==> src/rtl/level_ctrl.sv <==
// level_ctrl: scoring, line-count and level bookkeeping for a falling-block game.
// A line-clear event is accepted in IDLE. The points, base * (level + 1), are
// worked out by a 4-cycle serial shift-add. All counters update together on
// the COMMIT edge.
//
// Ports:
//   clk             : clock, all state updates on posedge
//   rst_i           : asynchronous active-high reset
//   new_game_i      : synchronous clear of all game state (highest priority)
//   lines_valid_i   : single-cycle strobe for a clear event
//   lines_cnt_i     : lines cleared in the event (5..7 clamp to 4)
//   busy_o          : an event is in flight
//   level_o         : current level
//   lines_total_o   : lines cleared this game (saturating)
//   score_o         : current score (saturating)
//   score_upd_o     : one-cycle pulse after each committed event
//   level_changed_o : one-cycle pulse when the level increments
module level_ctrl #(
  parameter int unsigned LINES_PER_LEVEL = 10,
  parameter int unsigned LEVEL_MAX       = 15,
  parameter int unsigned SCORE_W         = 24
) (
  input  logic               clk,
  input  logic               rst_i,
  input  logic               new_game_i,
  input  logic               lines_valid_i,
  input  logic [2:0]         lines_cnt_i,
  output logic               busy_o,
  output logic [3:0]         level_o,
  output logic [15:0]        lines_total_o,
  output logic [SCORE_W-1:0] score_o,
  output logic               score_upd_o,
  output logic               level_changed_o
);

  // Points never exceed 1200 * 16 = 19200, so 15 bits are enough.
  localparam int unsigned PTS_W  = 15;
  localparam int unsigned SUM_W  = ((SCORE_W > PTS_W) ? SCORE_W : PTS_W) + 1;
  // lines_in_level + n is at most LINES_PER_LEVEL + 3.
  localparam int unsigned LIL_W  = $clog2(LINES_PER_LEVEL + 5);
  localparam logic [SCORE_W-1:0] SCORE_SAT = '1;

  typedef enum logic [1:0] {
    IDLE   = 2'd0,
    MUL    = 2'd1,
    COMMIT = 2'd2
  } state_t;

  state_t            state;
  logic [1:0]        step;
  logic [PTS_W-1:0]  mcand;
  logic [PTS_W-1:0]  acc;
  logic [3:0]        lvl_sh;
  logic [2:0]        n_lat;
  logic [LIL_W-1:0]  lines_in_level;

  logic [2:0]         n_clamp_c;
  logic [PTS_W-1:0]   base_c;
  logic               accept_c;
  logic [PTS_W-1:0]   acc_add_c;
  logic [SUM_W-1:0]   score_sum_c;
  logic [SCORE_W-1:0] score_next_c;
  logic [16:0]        total_sum_c;
  logic [15:0]        total_next_c;
  logic [LIL_W-1:0]   lil_sum_c;
  logic [LIL_W-1:0]   lil_next_c;
  logic               cross_c;
  logic               level_up_c;

  // Event decode: clamp the line count and look up the base points.
  always_comb begin
    n_clamp_c = (lines_cnt_i > 3'd4) ? 3'd4 : lines_cnt_i;
    accept_c  = lines_valid_i && (lines_cnt_i != 3'd0);
    case (n_clamp_c)
      3'd1:    base_c = PTS_W'(40);
      3'd2:    base_c = PTS_W'(100);
      3'd3:    base_c = PTS_W'(300);
      3'd4:    base_c = PTS_W'(1200);
      default: base_c = '0;
    endcase
  end

  // One shift-add step. The accumulator starts at base, which supplies the "+1" term.
  always_comb begin
    acc_add_c = acc + (lvl_sh[0] ? mcand : PTS_W'(0));
  end

  // Commit arithmetic with saturation and level-crossing detection.
  always_comb begin
    score_sum_c  = SUM_W'(score_o) + SUM_W'(acc);
    score_next_c = (score_sum_c > SUM_W'(SCORE_SAT)) ? SCORE_SAT
                                                     : SCORE_W'(score_sum_c);
    total_sum_c  = {1'b0, lines_total_o} + 17'(n_lat);
    total_next_c = total_sum_c[16] ? 16'hFFFF : total_sum_c[15:0];
    lil_sum_c    = lines_in_level + LIL_W'(n_lat);
    cross_c      = (lil_sum_c >= LIL_W'(LINES_PER_LEVEL));
    lil_next_c   = cross_c ? (lil_sum_c - LIL_W'(LINES_PER_LEVEL)) : lil_sum_c;
    level_up_c   = cross_c && (level_o < 4'(LEVEL_MAX));
  end

  // Control FSM and all registered state.
  always_ff @(posedge clk or posedge rst_i) begin
    if (rst_i) begin
      state           <= IDLE;
      step            <= '0;
      mcand           <= '0;
      acc             <= '0;
      lvl_sh          <= '0;
      n_lat           <= '0;
      lines_in_level  <= '0;
      busy_o          <= 1'b0;
      level_o         <= '0;
      lines_total_o   <= '0;
      score_o         <= '0;
      score_upd_o     <= 1'b0;
      level_changed_o <= 1'b0;
    end else begin
      score_upd_o     <= 1'b0;
      level_changed_o <= 1'b0;
      if (new_game_i) begin
        // New game overrides everything, including an event in flight.
        state          <= IDLE;
        step           <= '0;
        mcand          <= '0;
        acc            <= '0;
        lvl_sh         <= '0;
        n_lat          <= '0;
        lines_in_level <= '0;
        busy_o         <= 1'b0;
        level_o        <= '0;
        lines_total_o  <= '0;
        score_o        <= '0;
      end else begin
        case (state)
          IDLE: begin
            if (accept_c) begin
              state  <= MUL;
              busy_o <= 1'b1;
              step   <= '0;
              acc    <= base_c;
              mcand  <= base_c;
              lvl_sh <= level_o;
              n_lat  <= n_clamp_c;
            end
          end
          MUL: begin
            acc    <= acc_add_c;
            mcand  <= mcand << 1;
            lvl_sh <= lvl_sh >> 1;
            step   <= step + 2'd1;
            if (step == 2'd3) begin
              state <= COMMIT;
            end
          end
          COMMIT: begin
            score_o        <= score_next_c;
            lines_total_o  <= total_next_c;
            lines_in_level <= lil_next_c;
            score_upd_o    <= 1'b1;
            if (level_up_c) begin
              level_o         <= level_o + 4'd1;
              level_changed_o <= 1'b1;
            end
            state  <= IDLE;
            busy_o <= 1'b0;
          end
          default: begin
            state  <= IDLE;
            busy_o <= 1'b0;
          end
        endcase
      end
    end
  end

endmodule

==> config.mk <==
export PLATFORM = sky130hd
export DESIGN_NAME = level_ctrl
export DESIGN_NICKNAME = d
export VERILOG_FILES = /design/src/rtl/level_ctrl.sv
export SDC_FILE = /design/constraint.sdc
export NUM_CORES = 1
export LEC_CHECK = 0
export BUFFER_PORTS_ARGS = -buffer_cell sky130_fd_sc_hd__buf_2
export CAP_MARGIN = 10
export CORE_UTILIZATION = 55
export CTS_BUF_LIST = sky130_fd_sc_hd__clkbuf_4 sky130_fd_sc_hd__clkbuf_8 sky130_fd_sc_hd__clkbuf_16
export CTS_CLUSTER_DIAMETER = 150
export DETAILED_ROUTE_END_ITERATION = 12
export PLACE_DENSITY = 0.81
export SYNTH_ARGS = -nofsm -noshare
export SYNTH_HDL_FRONTEND = slang
export SYNTH_SLANG_ARGS = --single-unit
==> constraint.sdc <==
create_clock -name clk -period 5.4 [get_ports clk]
set_clock_uncertainty 0.05 [all_clocks]
set_input_delay 0.27 -clock clk [delete_from_list [all_inputs] [get_ports clk]]
set_output_delay 0.27 -clock clk [all_outputs]
set_load 0.01 [all_outputs]
==> impl_metrics.ini <==
[placement]
port-buffer-count = 53
globalplace.congestion = 0.910
place.detailed.instances = 734
place.detailed.hpwl_mm = 8.41
place_worst_setup_slack_ns = 2.62

[clocking]
worstSkewPairLatency_ns = 0.37
post_cts.resized_instances = 0
clock_tree.htree_level_count = 3
tritoncts_num_sinks = 88
post_cts_hold_buffer_count = 0
postCtsSetupBuffers = 0
worst_setup_hold_path_clk_slew_ns = 0.09
tritoncts = yes
maximum_buffer_depth_of_the_clock_tree = 2
numCtsBuffers = 9
root_buffer_master = sky130_fd_sc_hd__clkbuf_8

[sta]
fin_worst_hold_slack_ns = 0.162
period_share_pct = 51.8
worst-slew-pin-transition_ns = 1.09
timing_max_transition_violations_final = 0
fmax_ghz = 0.357
timing.final.ws_setup_ns = 2.60
timing.max_slew.rel_slack_pct = 26.5
final-setup-viol-count = 0
fin_tns_setup_ns = 0
rsz0062_at_grt = no
final.min_clock_period_ns = 2.80
final_hold_viol_count = 0

[routing]
wire_per_inst_um = 15.9
drt-vias-per-instance = 5.98
dr.pass1.iters = 5
wirelength_mm = 12.0
dr.first_iter.drc_count = 206
drt.antenna.violating_nets = 0
drt_drc_violations_left = 0
route.vias.total = 4498

[setup_path]
end_kind = flip-flop
cp_slowest_stage_delay_ns = 0.53
path_class = reg2reg
cp_slowest_cell = sky130_fd_sc_hd__a31oi_4
worstPathCellList = ha_1 -> a211oi_2 -> nor4b_2 -> o311a_4 -> or2_1 -> a31oi_4 -> a211oi_1
cp.buffers_inverters = 0
arrival_ns = 2.97
cp_data_required_time_ns = 5.57
path_delay_family = compound AO/OA/AOI/OAI gates
type_of_element_launching_the_critical_path = flip-flop
cp_max_fo = 13

[grt]
grt.met1_usage_pct = 31.3
first_global_vias = 4328
grt_usage_pct = 25.0
top_usage_layer = met2
largest_net_degree_at_the_start_of_global_routing = 89
initial_antenna_violation_count = 0
wire_length_of_the_first_global_routing_pass_mm = 20.1
overflow = 0
global_route.usage.met2_pct = 44.3
routing_usage_on_met3_pct = 5.13

[synth]
syn_area_um2 = 5360
post-synth-top-area-cell = sky130_fd_sc_hd__dfrtp_1
synth_cell_types = 58
ys.flop_type = sky130_fd_sc_hd__dfrtp_1
yosysTopAreaCellShare_pct = 41.1
syn_area_per_cell_um2 = 9.35
synthTopCellsByArea = sky130_fd_sc_hd__dfrtp_1, sky130_fd_sc_hd__ha_1, sky130_fd_sc_hd__nor2_1
yosysWarnings = 0
synth_async_sr_flop_share_pct = 100
synthMostInstantiatedCell = sky130_fd_sc_hd__dfrtp_1
seq_area_frac_synth_pct = 41.1
syn_inst = 573
ys_ff_latch = 88
post_synth_most_frequent_cells = sky130_fd_sc_hd__dfrtp_1, sky130_fd_sc_hd__nor2_1, sky130_fd_sc_hd__nand2_1, sky130_fd_sc_hd__a21oi_1, sky130_fd_sc_hd__ha_1
edff_count_synth = 0
postSynthNetCount = 617

[floorplanning]
initial_utilization_pct = 57.4
die_area_um2 = 10100
die_height_um = 101
design.core.area_um2 = 9330
chipWidth_um = 101
design.portCount = 54
core.rowCount = 35

[final_layout]
layout.filler_cells = 763
finish.cell_count_without_fillers = 752
antenna_diode_count = 0
fraction_of_layout_cells_with_a_size_suffix_above_1_pct = 15.7
syn_to_final_growth_pct = 11.5
finalNetCount = 662

[pwr]
vdd_ir_drop_max_mv = 0.166
total_leakage_power_uw = 0.00279
p_per_area_nw_per_um2 = 222

[hold_path]
hold_path_class = in2reg

[run_status]
outcome = finished, final reports clean

[flow_run]
cap_violations = 0
power by group:
part	internal, uW	switching (uW)
combinational	38.1	77.9
sequential	673	13.7
clock	276	247
path summary, 6_finish.rpt:
kind | from | end | slack [ns] | depth (start not counted)
worst max-delay path | acc[3] | score_o[12] | 2.60 | 7
worst min register to register | lines_total_o[6] | lines_total_o[6] | 0.46 | 1
worst min-delay path | lines_cnt_i[2] | n_lat[2] | 0.16 | 3
min in group asynchronous | rst_i | score_o[0] | 0.38 | 4
worst max register to register | acc[3] | score_o[12] | 2.60 | 7
max in group asynchronous | rst_i | acc[8] | 4.31 | 5
logic make-up (layout without fill, tap and decap cells):
logic type	after synthesis	count (layout)	share of synthesized area, %
compound gates	160	160	21.7
flops	88	88	41.1
buf+inv	49	99	3.76
fa+ha+maj	37	37	9.06
simple gates	206	206	18.7
mux	9	9	1.68
xor+xnor	24	24	3.92
metal layers:
layer / vias up / wire (um) / share of wire, %
met4: 0 / 147 / 1.2
met5: - / 0 / 0
met2: 110 / 5900 / 49
met1: 2206 / 5400 / 45
met3: 11 / 552 / 4.6
li1: 2171 / - / -
state kept, by name, summed over array words and instances, names as in the netlist:
signal and flops:
mcand 13, acc 13, lines_total_o 16, step 2, state 2, score_upd_o 1
lines_in_level 4, level_o 4, score_o 24, n_lat 3, busy_o 1, level_changed_o 1
lvl_sh 4
through the flow:
stage | cell area, um^2 | utilization (%) | power [uW]
2_1_floorplan | 5360 | - | 781
5_1_grt | 5970 | 64.1 | 1380
6_report | 5970 | 64.1 | 1330
3_5_place_dp | 5710 | 61.2 | 812
4_1_cts | 5940 | 63.6 | 1330
3_3_place_gp | 5710 | 61.2 | 808
layout make-up:
type | instances | area, um^2 | share of cell area [%]
multi-input cells | 436 | 2960 | 49.5
repair buffers | 60 | 340 | 5.70
inverters | 23 | 87.6 | 1.47
flip-flops and latches | 88 | 2200 | 36.9
well taps | 129 | 161 | 2.70
clock inverters | 6 | 90.1 | 1.51
clock buffers | 10 | 138 | 2.30
layout by cell type (no fill, tap or decap), types with 6 or more instances in the layout:
cell type	n
sky130_fd_sc_hd__a211oi_1	15
sky130_fd_sc_hd__a211oi_2	11
sky130_fd_sc_hd__a21o_1	8
sky130_fd_sc_hd__a21oi_1	34
sky130_fd_sc_hd__a22o_1	9
sky130_fd_sc_hd__a311oi_1	11
sky130_fd_sc_hd__a31oi_1	7
sky130_fd_sc_hd__and2_1	15
sky130_fd_sc_hd__and3_1	7
sky130_fd_sc_hd__buf_2	53
sky130_fd_sc_hd__clkbuf_8	10
sky130_fd_sc_hd__dfrtp_1	88
sky130_fd_sc_hd__ha_1	34
sky130_fd_sc_hd__inv_1	22
sky130_fd_sc_hd__mux2i_1	9
sky130_fd_sc_hd__nand2_1	45
sky130_fd_sc_hd__nand2b_1	6
sky130_fd_sc_hd__nand3_1	17
sky130_fd_sc_hd__nor2_1	67
sky130_fd_sc_hd__nor2b_1	7
sky130_fd_sc_hd__nor3_1	17
sky130_fd_sc_hd__nor3b_1	8
sky130_fd_sc_hd__o21ai_0	30
sky130_fd_sc_hd__o21bai_1	6
sky130_fd_sc_hd__xnor2_1	15
sky130_fd_sc_hd__xor2_1	9
worst reg2reg max path: cells and delay by family (launching register included):
kind            cells  cell delay, ns
flops               1            0.45
fa+ha+maj           1            0.36
compound gates      4            1.35
simple gates        2            0.43
Power figures use the tool's default switching activity.
